===== src/rtl/vga_timing_gen.sv =====
// VGA 640x480 timing generator: pixel-rate divider, h/v counters and
// registered active/h_sync/v_sync decodes aligned with x and y.
//
// Ports:
//   clk         system clock
//   rst         asynchronous active-high reset
//   pix_tick    one-clk strobe per pixel period (every DIV clks)
//   h_sync      horizontal sync, active low
//   v_sync      vertical sync, active low
//   active      current pixel lies in the visible area
//   x, y        current pixel column / line
//   frame_start one-clk strobe on the first pixel of each frame
module vga_timing_gen #(
    parameter int DIV      = 4,
    parameter int H_ACTIVE = 640,
    parameter int H_FP     = 16,
    parameter int H_SYNC   = 96,
    parameter int H_BP     = 48,
    parameter int V_ACTIVE = 480,
    parameter int V_FP     = 10,
    parameter int V_SYNC   = 2,
    parameter int V_BP     = 33
) (
    input  logic       clk,
    input  logic       rst,
    output logic       pix_tick,
    output logic       h_sync,
    output logic       v_sync,
    output logic       active,
    output logic [9:0] x,
    output logic [9:0] y,
    output logic       frame_start
);

    localparam int H_TOTAL = H_ACTIVE + H_FP + H_SYNC + H_BP;
    localparam int V_TOTAL = V_ACTIVE + V_FP + V_SYNC + V_BP;

    localparam logic [3:0] DIV_LAST = 4'(DIV - 1);

    localparam logic [9:0] H_LAST = 10'(H_TOTAL - 1);
    localparam logic [9:0] H_VIS  = 10'(H_ACTIVE);
    localparam logic [9:0] H_SS   = 10'(H_ACTIVE + H_FP);
    localparam logic [9:0] H_SE   = 10'(H_ACTIVE + H_FP + H_SYNC);

    localparam logic [9:0] V_LAST = 10'(V_TOTAL - 1);
    localparam logic [9:0] V_VIS  = 10'(V_ACTIVE);
    localparam logic [9:0] V_SS   = 10'(V_ACTIVE + V_FP);
    localparam logic [9:0] V_SE   = 10'(V_ACTIVE + V_FP + V_SYNC);

    logic [3:0] div;
    logic [9:0] h;
    logic [9:0] v;
    logic [9:0] h_nxt;
    logic [9:0] v_nxt;

    assign pix_tick = (div == DIV_LAST);

    always_comb begin
        h_nxt = h;
        v_nxt = v;
        if (pix_tick) begin
            if (h == H_LAST) begin
                h_nxt = '0;
                v_nxt = (v == V_LAST) ? '0 : v + 10'd1;
            end else begin
                h_nxt = h + 10'd1;
            end
        end
    end

    // Decodes are taken from the next counter values so that they
    // update on the same edge as x/y instead of one pixel late.
    always_ff @(posedge clk or posedge rst) begin
        if (rst) begin
            div    <= '0;
            h      <= '0;
            v      <= '0;
            active <= 1'b1;
            h_sync <= 1'b1;
            v_sync <= 1'b1;
        end else begin
            div    <= pix_tick ? 4'd0 : div + 4'd1;
            h      <= h_nxt;
            v      <= v_nxt;
            active <= (h_nxt < H_VIS) && (v_nxt < V_VIS);
            h_sync <= !((h_nxt >= H_SS) && (h_nxt < H_SE));
            v_sync <= !((v_nxt >= V_SS) && (v_nxt < V_SE));
        end
    end

    assign x           = h;
    assign y           = v;
    assign frame_start = pix_tick && (h == 10'd0) && (v == 10'd0);

endmodule


===== config.mk =====
export PLATFORM = sky130hd
export DESIGN_NAME = vga_timing_gen
export DESIGN_NICKNAME = d
export VERILOG_FILES = /design/src/rtl/vga_timing_gen.sv
export SDC_FILE = /design/constraint.sdc
export NUM_CORES = 1
export LEC_CHECK = 0
export CAP_MARGIN = 0
export CORE_MARGIN = 5
export CORE_UTILIZATION = 51
export DETAILED_ROUTE_END_ITERATION = 16
export MAX_ROUTING_LAYER = met4
export PLACE_DENSITY = 0.78
export SLEW_MARGIN = 30
export SYNTH_ARGS = -nofsm -noshare
export SYNTH_HDL_FRONTEND = slang
export SYNTH_SLANG_ARGS = --single-unit

===== constraint.sdc =====
create_clock -name clk -period 1.99 [get_ports clk]
set_clock_uncertainty 0.05 [all_clocks]
set_input_delay 0.4975 -clock clk [delete_from_list [all_inputs] [get_ports clk]]
set_output_delay 0.4975 -clock clk [all_outputs]
set_load 0.005 [all_outputs]

# Word-level counts from Yosys, hierarchy flattened
# Cells that the tools add are included.
dict set report word_totals {
  ff_bits 27
  latchBits 0
  mem_bits_rw 0
  mem_bits_ro 0
  inputBits 2
  word_cells 33
  n_memories 0
}
dict set report classes {
  n_addsub 3
  multipliers 0
  n_div 0
  n_lt_le_gt_ge 6
  n_eq_ne 3
  n_shift 0
  n_mux 6
  bitwise_logic 0
  n_reduce_logical 9
}
# op n
set ops {}
lappend ops {{$mux W10} 5}
lappend ops {{$add A10 B1 Y10 const B} 2}
lappend ops {{$eq A10 B10 Y1 const B} 2}
lappend ops {{$logic_not A10 Y1} 2}
lappend ops {{$lt A10 B10 Y1 const B} 2}
lappend ops {{$lt A10 B9 Y1 const B} 2}
lappend ops {{$ge A10 B10 Y1 const B} 1}
lappend ops {{$ge A10 B9 Y1 const B} 1}
lappend ops {{$logic_and A1 B1 Y1} 5}
lappend ops {{$add A4 B1 Y4 const B} 1}
lappend ops {{$eq A4 B2 Y1 const B} 1}
lappend ops {{$mux W4} 1}
lappend ops {{$logic_not A1 Y1} 2}

# Logic depth before layout (Yosys ltp)
# Gate-level depths: netlist (run 1).
dict set report depth {
  word_depth 7
  ltp_mapped 7
  depth_no_buf 7
}

# Least setup slack after synthesis (run 1)
# No wires, ideal clock.
dict set report synth_path {
  path_kind {reg2reg}
  start {reg div[0]}
  end {reg v_sync}
  setup_ns 0.095
  arrival_time_ns 1.660
  required_ns 1.845
  setup_slack_ns 0.186
  path_stages_with_launch 7
  path_buffers 0
  path_cell_list {dfrtp_1 -> ha_1 -> nor3b_2 -> nand4_1 -> or4_4 -> a22oi_2 -> nand4b_1}
}
dict set report synth_via {
  elab_chain_cells 5
  word_cells_on_any_way 6
  cone_classes {2 x order compare; 1 x eq/ne; 1 x mux; 2 x reduce/logical}
}
# item line
set synth_lines {}
lappend synth_lines {{start, declared} 50} ;# logic [3:0] div;
lappend synth_lines {{start signal, assigned} 82} ;# div <= pix_tick ? 4'd0 : div + 4'd1;
lappend synth_lines {{$eq A4 B2 Y1 *} 56} ;# assign pix_tick = (div == DIV_LAST);
lappend synth_lines {{$mux W10 *} 61} ;# if (pix_tick) begin
lappend synth_lines {{$ge A10 B9 Y1 or $lt A10 B9 Y1 (tied branches)} 87} ;# v_sync <= !((v_nxt >= V_SS) && (v_nxt < V_SE));
lappend synth_lines {{$logic_and A1 B1 Y1 *} 87}
lappend synth_lines {{$logic_not A1 Y1 *} 87}
lappend synth_lines {{end signal, assigned} 87}
lappend synth_lines {{end, declared} 28} ;# output logic v_sync,
# Mark *: on every way between the ends. The rest lies on a longest branch, timed or not.

# Worst setup path after layout (run 1)
dict set report layout_path {
  start {reg div[1]}
  end {reg v_sync}
}
# Same word-level chain as after synthesis.

==> results of run 1 <==
worst paths after layout:
check / start / to / slack (ps) / depth (start not counted)
worst max-delay path: div[1] / v_sync / -120 / 8
worst min-delay path: rst / div[0] / 500 / 3
worst max register to register: div[1] / v_sync / -120 / 8
worst min register to register: div[1] / div[1] / 510 / 1
max in group asynchronous: rst / active / 1070 / 3
min in group clk: div[1] / div[1] / 510 / 1
metal layers:
metal / routed length, um / vias to the layer above / part of all wire [%] / track usage [%]
met5: 0 / - / 0 / -
met4: 17 / 0 / 0.37 / 5.598
met3: 231 / 2 / 5.0 / 2.277
met2: 2509 / 68 / 55 / 41.71
met1: 1836 / 727 / 40 / 27.91
li1: - / 708 / - / -
synthesized netlist by cell type (all sizes together), types with 4 or more instances:
master   n
dfrtp   24
ha       5
inv     12
nand2   12
nand3    9
nand4   10
nor2     8
nor3     8
o21ai    6
xnor2    6
xor2     4
state kept, by name, indices dropped and copies added (netlist names):
register / flops
y: 10
active: 1
div: 4
v_sync: 1
h_sync: 1
x: 10
area by class of cell:
cell class              instances  area [um^2]
clock buffers                   4        26.28
fillers                       179        498.0
inverters                      12        45.04
multi-input cells             110        847.1
flip-flops and latches         27        679.4
well taps                      31        38.79
repair buffers                 75        646.9
critical path: cells and delay by family (launching register included):
kind,cells,cell delay [ps]
buffers and inverters,2,220
adders and majority gates,1,190
DFF,1,390
AOI/OAI and AO/OA,1,250
and+or+nand+nor,4,950
metrics by stage:
step | TNS, ps | worst slack, ps | instance area, um^2 | total power (uW)
floorplan | 0 | 185.8 | 1495 | 567.2
global placement | -117.4 | -117.4 | 2009 | 573.4
detailed placement | -179.0 | -175.7 | 2009 | 574.2
CTS | -187.4 | -82.62 | 2177 | 809.7
global route | -1006 | -248.3 | 2283 | 837.5
finish | -357.2 | -123.9 | 2283 | 806.6
cell families after synthesis:
family                     Yosys count  share of synthesized area (%)
DFF                                 27                          45.44
xor gates and xnor gates            10                          5.857
and+or+nand+nor                     69                          27.53
adders and majority gates            5                          4.184
muxes                                3                          2.008
buffers and inverters               15                          4.184
AOI/OAI and AO/OA                   23                          10.80
power by group:
group | internal, uW | total [uW] | switching, uW
Clock | 78.4 | 243 | 165
Combinational | 3.16 | 14.4 | 11.3
Sequential | 549 | 549 | 0
Total | 631 | 807 | 176
timing repair:
| action | in CTS | in global routing |
|---|---|---|
| resized for setup | 17 | 19 |
| buffers inserted | 14 | 5 |
| setup endpoints to repair | 4 | 15 |
| pin swaps | 6 | 1 |
| hold endpoints to repair | 0 | 0 |
==> impl_metrics.tcl, run 1 <==
set metrics [dict create \
    die_y_um 64.15 \
    area_growth_pct 52.72 \
    ys_seq_elements 27 \
    clockRootBuffer "clkbuf_4" \
    yosysSeqAreaShare_pct 45.44 \
    worst_hold_slack_ps 499.9 \
    power_density_nw_per_um2 353.2 \
    hpwlAfterDp_um 3032 \
    finalWirelength_um 4595 \
    wl_per_cell_um 17.74 \
    clk-insertion-delay-late_ps 320 \
    drt-initial-drc-count 103 \
    outcome "finished, violations left" \
    cap_violations 0 \
    cts_tree "yes" \
    clk_path_buf_depth 2 \
    gp_congestion 0.8366 \
    grt_pass1_vias 1514 \
    synth_edf_count 0 \
    io_buffers 26 \
    finalSetupViolCount 4 \
    fp-row-count 19 \
    hold_viol 0 \
    syn_nets 159 \
    num_antenna_cells 0 \
    p_leak_uw 0.001074 \
    critical-path-max-stage-delay_ps 510 \
    finalCritPeriodShare_pct 106.2 \
    mostFrequentLayoutCells "45 x buf_4, 24 x dfrtp_1, 21 x clkdlybuf4s50_1, 11 x nand2_1" \
    final_util_pct 82.10 \
    tightestPinTransition_ps 372.0 \
    netlist_instances 152 \
    coreArea_um2 2781 \
    final_cell_count_no_fill 259 \
    cts_buffers 3 \
    async_reset_ff_share_pct 100.0 \
    synth_area_um2 1495 \
    drt_first_pass_iters 4 \
    cts_sinks 27 \
    cp_max_fo 3 \
    end_kind "register" \
    synth_top_cell_by_area "dfrtp_1" \
    syn_avg_cell_area_um2 9.837 \
    ios 27 \
    drc 0 \
    crit_chain "ha_2 -> nor3b_4 -> buf_6 -> buf_6 -> nand4_1 -> or4_4 -> a22oi_2 -> nand4b_1" \
    die_w_um 64.15 \
    cts-hold-fix-buffers 0 \
    startpoint_type "register" \
    postRouteAntennaNets 0 \
    die_area_um2 4115 \
    vias 1505 \
    violations "setup timing" \
    rsz0062_at_grt "yes" \
    htree_levels 1 \
    critPathRequiredTime_ps 2190 \
    antenna_found_initial 0 \
    yosysWarnings 0 \
    hp-class "in2async" \
    grt_max_degree 28 \
    ys_top_cells_by_area "dfrtp_1 40%, dfstp_2 5.3%, ha_1 4.2%" \
    arrival_ps 2310 \
    period_needed_ps 2114 \
    final_nets 236 \
    layout_setup_ws_ps -123.9 \
    fmax_mhz 473.0 \
    vias_per_cell 5.811 \
    grt_overflow_total 0 \
    crit_top_cell "buf_6" \
    grt_pass1_wl_um 7383 \
    relSlewSlack_pct 74.93 \
    start_util_pct 53.76 \
    synth_ff_type "dfrtp_1" \
    ys_types 46 \
    yosysTopAreaCellShare_pct 40.17 \
    dp.cells 237 \
    crit_type "reg2reg" \
    drive_gt1_share_pct 35.09 \
    layout_commonest_cell "buf_4" \
    grt_use_total_pct 23.23 \
    clkTransAtPathRegs_ps 150 \
    slew_violations 0 \
    cp_slowest_cell "or4_4" \
    ir_drop_v 0.0003917 \
]
No activity file was read; power rests on OpenSTA's default activity.
==> inputs of run 2 (changes only) <==
--- a/config.mk
+++ b/config.mk
@@ -7,10 +7,10 @@
 export LEC_CHECK = 0
 export CAP_MARGIN = 0
 export CORE_MARGIN = 5
-export CORE_UTILIZATION = 51
+export CORE_UTILIZATION = 55
 export DETAILED_ROUTE_END_ITERATION = 16
 export MAX_ROUTING_LAYER = met4
-export PLACE_DENSITY = 0.78
+export PLACE_DENSITY = 0.83
 export SLEW_MARGIN = 30
 export SYNTH_ARGS = -nofsm -noshare
 export SYNTH_HDL_FRONTEND = slang
==> constraint.sdc (replaced) <==
create_clock -name clk -period 2.5 [get_ports clk]
set_clock_uncertainty 0.05 [all_clocks]
set_input_delay 0.625 -clock clk [delete_from_list [all_inputs] [get_ports clk]]
set_output_delay 0.625 -clock clk [all_outputs]
set_load 0.005 [all_outputs]
==> run 2 against run 1 <==
Effect of this change:
- the flow now finishes without violations
- via count fell by 11%
- flip-flop and latch count did not move
- setup slack improved by 190 ps
- count of clock-buffer cells in the layout did not move
- combinational power fell by 23%
- sequential power fell by 20%
- final cell count fell by 15%
- total power fell by 22%
- sequential share of layout area rose by 5.8 points
- routed wire length fell by 20%
- non-clock buffer count fell by 38
==> impl_metrics.tcl, run 2 (synthesis gave the netlist of run 1 again) <==
set metrics [dict create \
    cts-hold-fix-buffers 0 \
    start_util_pct 55.66 \
    drt_first_pass_iters 5 \
    fp-row-count 19 \
    cts_sinks 27 \
    grt_overflow_total 0 \
    antenna_found_initial 0 \
    grt_pass1_vias 1426 \
    clockRootBuffer "clkbuf_4" \
    ir_drop_v 0.0002985 \
    layout_setup_ws_ps 68.21 \
    end_kind "output pin" \
    num_antenna_cells 0 \
    finalSetupViolCount 0 \
    drc 0 \
    io_buffers 26 \
    vias_per_cell 6.054 \
    finalWirelength_um 3697 \
    ios 27 \
    cap_violations 0 \
    mostFrequentLayoutCells "25 x clkdlybuf4s50_1, 24 x dfrtp_1, 12 x nand2_1" \
    finalCritPeriodShare_pct 97.27 \
    drt-initial-drc-count 104 \
    hpwlAfterDp_um 2733 \
    cts_buffers 3 \
    die_y_um 62.14 \
    slew_violations 0 \
    period_needed_ps 2432 \
    arrival_ps 1760 \
    final_nets 198 \
    tightestPinTransition_ps 448.5 \
    grt_max_degree 28 \
    critPathRequiredTime_ps 1820 \
    layout_commonest_cell "clkdlybuf4s50_1" \
    postRouteAntennaNets 0 \
    final_util_pct 71.17 \
    hold_viol 0 \
    clkTransAtPathRegs_ps 140 \
    critical-path-max-stage-delay_ps 490 \
    power_density_nw_per_um2 330.5 \
    die_area_um2 3861 \
    area_growth_pct 27.87 \
    gp_congestion 0.8736 \
    startpoint_type "register" \
    cts_tree "yes" \
    grt_use_total_pct 20.79 \
    vias 1338 \
    cp_slowest_cell "clkdlybuf4s50_1" \
    clk_path_buf_depth 2 \
    cp_max_fo 4 \
    relSlewSlack_pct 69.71 \
    crit_chain "ha_4 -> nor3b_4 -> buf_6 -> clkdlybuf4s50_1" \
    coreArea_um2 2686 \
    crit_type "reg2out" \
    p_leak_uw 0.0008052 \
    die_w_um 62.14 \
    htree_levels 1 \
    wl_per_cell_um 16.73 \
    drive_gt1_share_pct 15.79 \
    clk-insertion-delay-late_ps 310 \
    outcome "finished clean" \
    hp-class "reg2reg" \
    grt_pass1_wl_um 6492 \
    fmax_mhz 411.2 \
    dpl_worst_slack_ps 88.61 \
]
-- run 2: changes by cell type in the layout (fill, tap and decap cells not counted), sizes merged --
| cell | previous run | this run |
|---|---|---|
| buf | 51 | 11 |
| clkdlybuf4s50 | 21 | 25 |
| clkbuf | 4 | 5 |
| dlymetal6s2s | 3 | 0 |
-- run 2: critical path: cells and delay by family, from the launching register on --
kind	cells	cell delay, ps
flops	1	430
fa+ha+maj	1	170
simple gates	1	230
buf+inv	2	620
-- run 2: area by class of cell --
type / count / area, um^2
Inverter: 12 / 45.04
Sequential cell: 27 / 679.4
Fill cell: 203 / 774.5
Multi-Input combinational cell: 110 / 780.7
Timing Repair Buffer: 37 / 341.6
Clock buffer: 4 / 26.28
Tap cell: 31 / 38.79
-- run 2: where the power goes --
part | internal [uW] | total, uW | switching (uW)
sequential | 437 | 437 | 0
clock | 62.4 | 184 | 121
combinational | 2.50 | 11.1 | 8.59
-- run 2: timing repair --
item                       in CTS  in global routing
resized for setup               6                  4
setup endpoints to repair       2                  2
pin swaps                       1                  2
cloned                          0                  0
buffers inserted                2                  3
-- run 2: stage by stage --
step / TNS [ps] / total power, uW / cell area (um^2) / hold WS, ps / instances
finish: 0 / 631.8 / 1912 / 518.0 / 221
global route: -22.51 / 663.6 / 1912 / 559.6 / 221
CTS: 0 / 644.8 / 1883 / 494.6 / 218
detailed placement: 0 / 456.7 / 1822 / 409.0 / 212
global placement: 0 / 456.4 / 1822 / 394.0 / 212
floorplan: 0 / 451.5 / 1495 / 383.1 / 152
-- run 2: worst paths after layout --
| path | startpoint | to | slack [ps] | cells past startpoint |
|---|---|---|---|---|
| worst max-delay path | div[0] | pix_tick | 70 | 4 |
| worst min-delay path | div[1] | div[1] | 520 | 1 |
| worst max register to register | div[0] | v_sync | 220 | 8 |
| worst min register to register | div[1] | div[1] | 520 | 1 |
| max in group asynchronous | rst | active | 1500 | 3 |
| min in group asynchronous | rst | div[0] | 590 | 3 |
-- run 2: layer usage --
layer,up-vias,share of wire [%],global-route usage [%]
met3,4,5.6,3.423
li1,631,-,-
met4,0,0.78,8.130
met2,49,54,36.27
met5,-,0,-
met1,654,40,23.50
==> inputs of run 3 (changes only) <==
--- a/config.mk
+++ b/config.mk
@@ -8,6 +8,7 @@
 export CAP_MARGIN = 0
 export CORE_MARGIN = 5
 export CORE_UTILIZATION = 55
+export CTS_CLUSTER_SIZE = 40
 export DETAILED_ROUTE_END_ITERATION = 16
 export MAX_ROUTING_LAYER = met4
 export PLACE_DENSITY = 0.83
==> results of run 3 <==
The final DEF is identical to that of run 2; final timing and power are the same.
